--- src/rtl/draw_pkg.sv ---
// Shared encodings and defaults for the draw scheduler.
// Contents: command op codes, xySel codes, start-y select codes, FSM state
// enum, region dimension defaults, valid sprite start-point range and the
// command rejection check.
package draw_pkg;

  localparam logic [1:0] OP_CLEAR  = 2'b00;
  localparam logic [1:0] OP_FULL   = 2'b01;
  localparam logic [1:0] OP_SPRITE = 2'b10;
  localparam logic [1:0] OP_RSVD   = 2'b11;

  localparam logic [1:0] XY_START  = 2'b00;
  localparam logic [1:0] XY_FULL   = 2'b01;
  localparam logic [1:0] XY_SPRITE = 2'b10;

  localparam logic [1:0] YINIT_FULL   = 2'b00;
  localparam logic [1:0] YINIT_SPRITE = 2'b01;

  localparam int FULL_W_DEF = 160;
  localparam int FULL_H_DEF = 120;
  localparam int SPR_W_DEF  = 40;
  localparam int SPR_H_DEF  = 40;

  localparam logic [3:0] SPR_POS_MIN = 4'd1;
  localparam logic [3:0] SPR_POS_MAX = 4'd13;

  typedef enum logic [2:0] {
    S_IDLE,
    S_INIT,
    S_START,
    S_SCAN,
    S_DONE
  } state_e;

  function automatic logic cmd_rejected(input logic [1:0] op, input logic [3:0] pos);
    return (op == OP_RSVD) ||
           ((op == OP_SPRITE) && ((pos < SPR_POS_MIN) || (pos > SPR_POS_MAX)));
  endfunction

endpackage

--- src/rtl/pixel_scan_counter.sv ---
// Column/row scan counter; it decides when the drawn region is complete.
// Ports:
//   clk, resetn       clock, async active-low reset
//   clear             zero both counters (START state)
//   advance           step one pixel (SCAN without stall)
//   w, h              region width/height
//   row_end           current pixel is the last column of its row
//   last              current pixel is the final pixel of the region
module pixel_scan_counter
  import draw_pkg::*;
(
  input  logic       clk,
  input  logic       resetn,
  input  logic       clear,
  input  logic       advance,
  input  logic [7:0] w,
  input  logic [6:0] h,
  output logic       row_end,
  output logic       last
);

  logic [7:0] col;
  logic [6:0] row;

  assign row_end = (col == (w - 8'd1));
  assign last    = row_end && (row == (h - 7'd1));

  always_ff @(posedge clk or negedge resetn) begin
    if (!resetn) begin
      col <= '0;
      row <= '0;
    end else if (clear) begin
      col <= '0;
      row <= '0;
    end else if (advance) begin
      if (row_end) begin
        col <= '0;
        row <= row + 7'd1;
      end else begin
        col <= col + 8'd1;
      end
    end
  end

endmodule

--- src/rtl/draw_scheduler.sv ---
// Command-driven sequencer for the pixel-drawing datapath. Accepts one
// CLEAR / FULL / SPRITE command at a time and emits the start-point,
// coordinate and colour strobes that walk every pixel of the region.
// Ports:
//   clk, resetn                 clock, async active-low reset
//   cmd_valid/cmd_ready         command handshake (ready only in IDLE)
//   cmd_op, cmd_mem, cmd_pos    operation, colour source, sprite start point
//   stall                       pixel sink busy, freezes the scan
//   xInitSel..yInitLoad         start-point register controls
//   xySel, xLoad, yLoad         coordinate register source/enables
//   xCountUp, yCountUp          coordinate advance strobes
//   memorySel, black            colour source / force black
//   plot, done, err             pixel write, completion, rejected command
//
// state   | meaning
// S_IDLE  | waiting for a command, cmd_ready=1
// S_INIT  | load start-point registers
// S_START | load coordinate registers from start point, clear counters
// S_SCAN  | one plot per non-stalled cycle until the terminal pixel
// S_DONE  | one-cycle done (and err for rejected commands)
module draw_scheduler
  import draw_pkg::*;
#(
  parameter int FULL_W = FULL_W_DEF,
  parameter int FULL_H = FULL_H_DEF,
  parameter int SPR_W  = SPR_W_DEF,
  parameter int SPR_H  = SPR_H_DEF
) (
  input  logic       clk,
  input  logic       resetn,
  input  logic       cmd_valid,
  output logic       cmd_ready,
  input  logic [1:0] cmd_op,
  input  logic [4:0] cmd_mem,
  input  logic [3:0] cmd_pos,
  input  logic       stall,
  output logic [3:0] xInitSel,
  output logic [1:0] yInitSel,
  output logic       xInitLoad,
  output logic       yInitLoad,
  output logic [1:0] xySel,
  output logic       xLoad,
  output logic       yLoad,
  output logic       xCountUp,
  output logic       yCountUp,
  output logic [4:0] memorySel,
  output logic       black,
  output logic       plot,
  output logic       done,
  output logic       err
);

  state_e     state, state_nxt;
  logic [1:0] op_q;
  logic [3:0] pos_q;
  logic       err_q;
  logic       accept;
  logic       is_sprite;
  logic [7:0] reg_w;
  logic [6:0] reg_h;
  logic       row_end, last;

  assign accept    = cmd_valid && (state == S_IDLE);
  assign is_sprite = (op_q == OP_SPRITE);
  assign reg_w     = is_sprite ? 8'(SPR_W) : 8'(FULL_W);
  assign reg_h     = is_sprite ? 7'(SPR_H) : 7'(FULL_H);

  pixel_scan_counter u_scan (
    .clk     (clk),
    .resetn  (resetn),
    .clear   (state == S_START),
    .advance ((state == S_SCAN) && !stall),
    .w       (reg_w),
    .h       (reg_h),
    .row_end (row_end),
    .last    (last)
  );

  always_ff @(posedge clk or negedge resetn) begin
    if (!resetn) begin
      state     <= S_IDLE;
      op_q      <= '0;
      pos_q     <= '0;
      err_q     <= 1'b0;
      memorySel <= '0;
    end else begin
      state <= state_nxt;
      if (accept) begin
        op_q      <= cmd_op;
        pos_q     <= cmd_pos;
        err_q     <= cmd_rejected(cmd_op, cmd_pos);
        // CLEAR draws black; the colour index is forced to 0 so it never
        // shows a stale source.
        memorySel <= (cmd_op == OP_CLEAR) ? 5'd0 : cmd_mem;
      end
    end
  end

  always_comb begin
    state_nxt = state;
    cmd_ready = 1'b0;
    xInitSel  = '0;
    yInitSel  = YINIT_FULL;
    xInitLoad = 1'b0;
    yInitLoad = 1'b0;
    xySel     = XY_START;
    xLoad     = 1'b0;
    yLoad     = 1'b0;
    xCountUp  = 1'b0;
    yCountUp  = 1'b0;
    plot      = 1'b0;
    done      = 1'b0;
    err       = 1'b0;
    black     = (state != S_IDLE) && (op_q == OP_CLEAR);
    case (state)
      S_IDLE: begin
        cmd_ready = 1'b1;
        if (cmd_valid) state_nxt = cmd_rejected(cmd_op, cmd_pos) ? S_DONE : S_INIT;
      end
      S_INIT: begin
        xInitLoad = 1'b1;
        yInitLoad = 1'b1;
        if (is_sprite) begin
          xInitSel = pos_q;
          yInitSel = YINIT_SPRITE;
        end
        state_nxt = S_START;
      end
      S_START: begin
        xLoad     = 1'b1;
        yLoad     = 1'b1;
        state_nxt = S_SCAN;
      end
      S_SCAN: begin
        xySel = is_sprite ? XY_SPRITE : XY_FULL;
        // Loads stay high during a stall; the datapath holds because the
        // count strobes drop.
        xLoad = 1'b1;
        yLoad = 1'b1;
        if (!stall) begin
          plot     = 1'b1;
          xCountUp = 1'b1;
          yCountUp = row_end;
          if (last) state_nxt = S_DONE;
        end
      end
      S_DONE: begin
        done      = 1'b1;
        err       = err_q;
        state_nxt = S_IDLE;
      end
      default: state_nxt = S_IDLE;
    endcase
  end

endmodule

--- config.mk ---
export PLATFORM = sky130hd
export DESIGN_NAME = draw_scheduler
export DESIGN_NICKNAME = d
export VERILOG_FILES = /design/src/rtl/draw_pkg.sv /design/src/rtl/pixel_scan_counter.sv /design/src/rtl/draw_scheduler.sv
export SDC_FILE = /design/constraint.sdc
export NUM_CORES = 1
export LEC_CHECK = 0
export ABC_AREA = 1
export CAP_MARGIN = 20
export CORE_MARGIN = 5
export CORE_UTILIZATION = 30
export CTS_BUF_LIST = sky130_fd_sc_hd__clkbuf_8
export DETAILED_ROUTE_END_ITERATION = 16
export GPL_TIMING_DRIVEN = 0
export SYNTH_ARGS = -nofsm -noshare
export SYNTH_HDL_FRONTEND = slang
export SYNTH_SLANG_ARGS = --single-unit
--- constraint.sdc ---
create_clock -name clk -period 1.73 [get_ports clk]
set_input_delay 0.346 -clock clk [delete_from_list [all_inputs] [get_ports clk]]
set_output_delay 0.346 -clock clk [all_outputs]
set_load 0.005 [all_outputs]
==> flow_summary_export.csv <==
group,metric,value,unit
synthesis,yosys_warnings,0,
detailed_routing,wl,4.94,mm
global_routing,grt_pass1_vias,1658,
synthesis,ys_seq_elements,30,
timing,rsz0062_at_grt,"true",
detailed_routing,via_count,1770,
global_routing,use_met3,2.59,%
worst_setup_path,startpoint_type,"flop",
worst_setup_path,crit_chain,"buf_6 -> inv_4 -> nor3_4 -> inv_2 -> buf_6 -> buf_6 -> nor2_4 -> buf_6",
place,dpl.cell_count,341,
clocking,clock_latency,290,ps
worst_setup_path,r2r_end,"u_scan.col[3]$_DFFE_PN0P_",
final_layout,final_cells,387,
min_path,min_path_type,"input pin to async pin",
floorplanning,start_util,31.0,%
worst_setup_path,critPathRequiredTime,1380,ps
clocking,cts.sinks,30,
worst_setup_path,path_max_fanout,4,
timing,period_share,111,%
flow_run,max-cap-violations,0,
detailed_routing,routedWlPerCell,12.8,µm
worst_setup_path,reg2reg_depth,10,
final_layout,area_delta_synth_final,61.3,%
floorplanning,io_pins,39,
detailed_routing,firstDrtPassIters,4,
timing,fin_ws,-191,ps
place,place_ws,-592,ps
global_routing,antenna_found_initial,0,
synthesis,yosys-top-cells-count,"71 x nand2_1, 30 x dfrtp_1, 28 x nor2_1, 27 x inv_1",
synthesis,synth_cell_types,29,
global_routing,met1_usage,19.1,%
synthesis,synth_top_cell_by_area,"dfrtp_1",
power,power_leakage,0.00141,µW
global_routing,use_met2,21.3,%
run_status,violations,"negative setup slack",
floorplanning,die_area,7340,µm²
worst_setup_path,arrival,1570,ps
timing,hold_violations,0,
synthesis,synth_area,1720,µm²
clocking,cts_buffer_depth,2,
worst_setup_path,max_stage_delay,430,ps
global_routing,grt_max_degree,31,
timing,setup_viol,12,
floorplanning,core-area,5540,µm²
run_status,status,"finished with violations",
synthesis,post-synth-top-area-fraction,43.7,%
timing,max_freq,521,MHz
worst_setup_path,cpMaxStageDelayCell,"dfrtp_2",
floorplanning,die_w,85.7,µm
clocking,hold_buffers,0,
worst_setup_path,critPathCaptureType,"primary output",
final_layout,area.sequential,754,µm²
worst_setup_path,rr_startpoint,"state[0]$_DFFE_PN0P_",
clocking,cts_root_buffer,"clkbuf_8",
final_layout,fillers,525,
detailed_routing,initialDrtViolationCount,77,
detailed_routing,viasPerCell,4.57,
place,hpwlAfterDp,3.08,mm
clocking,cts_buffers,5,
floorplanning,placementRows,27,
clocking,cts_htree_levels,2,
final_layout,drive_gt1_share,34.6,%
synthesis,synthTopCellsByArea,"dfrtp_1 44%, nand2_1 16%, nor2_1 6.1%, inv_1 5.9%, nand3_1 4.7%",
timing,worst_slew_pin_slew,683,ps
synthesis,avgSynthCellArea,7.40,µm²
clocking,cts_tree,"built",
final_layout,antenna_cells,0,
timing,fin_crit,1920,ps
worst_setup_path,reg2reg_slack,60,ps
timing,maxSlewHeadroom,54.5,%
place,gp_congestion,0.795,
power,power_density,1370,nW/µm²
synthesis,synth_edf_count,0,
worst_setup_path,cp-endpoint,"yInitSel[0]",
global_routing,busiest_layer,"met2",
synthesis,synthCells,232,
detailed_routing,ant_nets,0,
synthesis,postSynth.asyncResetShare,100,%
detailed_routing,drc,0,
synthesis,synth_flop_cell,"dfrtp_1",
clocking,clk_pin_slew,70,ps
timing,maxSlewViolCount,0,
worst_setup_path,path_class,"flop to primary output",
worst_setup_path,worstSetupStartpoint,"state[0]$_DFFE_PN0P_",
synthesis,syn-num-nets,249,
global_routing,track_usage,13.8,%
final_layout,fin_nets,331,
global_routing,grt_overflow,0,
worst_setup_path,path_common_cell,"buf_6",
power,vdd_drop_max,0.766,mV
global_routing,grt_pass1_wl,8.06,mm
synthesis,synthMostInstantiatedCell,"nand2_1",
final_layout,multi_input_area,957,µm²
floorplanning,die_h,85.7,µm
place,portBuffers,37,
timing,fin_worst_skew,9.52,ps
synthesis,yosysSeqAreaShare,43.7,%
-- kinds of logic (layout without fill, tap and decap cells) --
family	Yosys count	in the layout	synth area share [%]
and+or+nand+nor	137	137	36.8
buffers and inverters	37	120	9.03
DFF	30	30	43.7
AOI/OAI and AO/OA	20	20	6.26
xor gates and xnor gates	5	5	2.55
adders and majority gates	2	2	1.46
other	1	1	0.218
-- metal layers --
layer  wire length (µm)  vias to the layer above
met1               2260                      834
li1                   -                      890
met5                  0                        -
met2               2430                       39
met3                186                        7
met4                 61                        0
-- worst min path at each step --
| stage | start | endpoint | slack [ps] | depth (start not counted) |
|---|---|---|---|---|
| after floorplan | resetn | err_q$_DFFE_PN0P_ | 50 | 0 |
| final | resetn | memorySel[3]$_DFFE_PN0P_ | 90 | 1 |
| after detailed placement | resetn | memorySel[4]$_DFFE_PN0P_ | 440 | 1 |
| after CTS | resetn | memorySel[3]$_DFFE_PN0P_ | 120 | 1 |
| after global placement | err_q$_DFFE_PN0P_ | err_q$_DFFE_PN0P_ | 460 | 2 |
| after global routing | resetn | memorySel[3]$_DFFE_PN0P_ | 150 | 1 |
-- area by class of cell --
cell class / instances / area share (%)
Multi-Input combinational cell: 165 / 34.5
Sequential cell: 30 / 27.2
Timing Repair Buffer: 76 / 25.5
Inverter: 30 / 4.15
Tap cell: 72 / 3.25
Clock buffer: 6 / 2.98
Buffer: 6 / 1.94
Clock inverter: 2 / 0.451
-- per-stage QoR --
| stage | hold slack, ps | area, µm² | util, % | TNS (ps) | power (µW) |
|---|---|---|---|---|---|
| after global routing | 150 | 2770 | 50.0 | -2380 | 4070 |
| final | 90.2 | 2770 | 50.0 | -1170 | 3810 |
| after global placement | 464 | 2180 | 39.3 | -11730 | 2280 |
| after CTS | 121 | 2490 | 44.9 | -961 | 3290 |
| after floorplan | 50.4 | 1720 | - | 0 | 1710 |
| after detailed placement | 436 | 2170 | 39.2 | -2750 | 2290 |
-- placed cells by master (no fill, tap or decap), drive strengths merged --
master          n
nor3            5
nand2          73
clkbuf          6
ha              2
clkdlybuf4s50  17
clkdlybuf4s15   1
clkinv          1
nand3b          1
nor2           32
nand3          17
and2            1
buf            61
a31o            1
xor2            5
o21ai          16
conb            1
nand4           6
nor3b           1
a21oi           2
dlymetal6s2s    1
clkinvlp        1
inv            30
or2             1
a22o            1
dlygate4sd2     2
dfrtp          30
-- power by group --
group | internal [µW] | switching, µW | total, µW
combinational | 1140 | 1020 | 2160
clock | 319 | 282 | 602
sequential | 889 | 156 | 1050
-- timing repair --
| action | CTS | global route |
|---|---|---|
| resized for setup | 82 | 65 |
| cloned | 0 | 1 |
| pin swaps | 7 | 14 |
| setup buffers | 25 | 15 |
| endpoints found under the setup margin | 18 | 42 |
-- worst max-delay path, delay by kind of cell (launching register included) --
family / cells / cell delay (ps)
buffers and inverters: 6 / 570
flip-flops: 1 / 430
AND/OR/NAND/NOR: 2 / 280
-- flip-flops by register name, summed over array words and instances, names as in the netlist --
signal      flops
op_q            2
u_scan.col      8
u_scan.row      7
state           3
memorySel       5
pos_q           4
err_q           1
No activity file was read; power rests on OpenSTA's default activity.
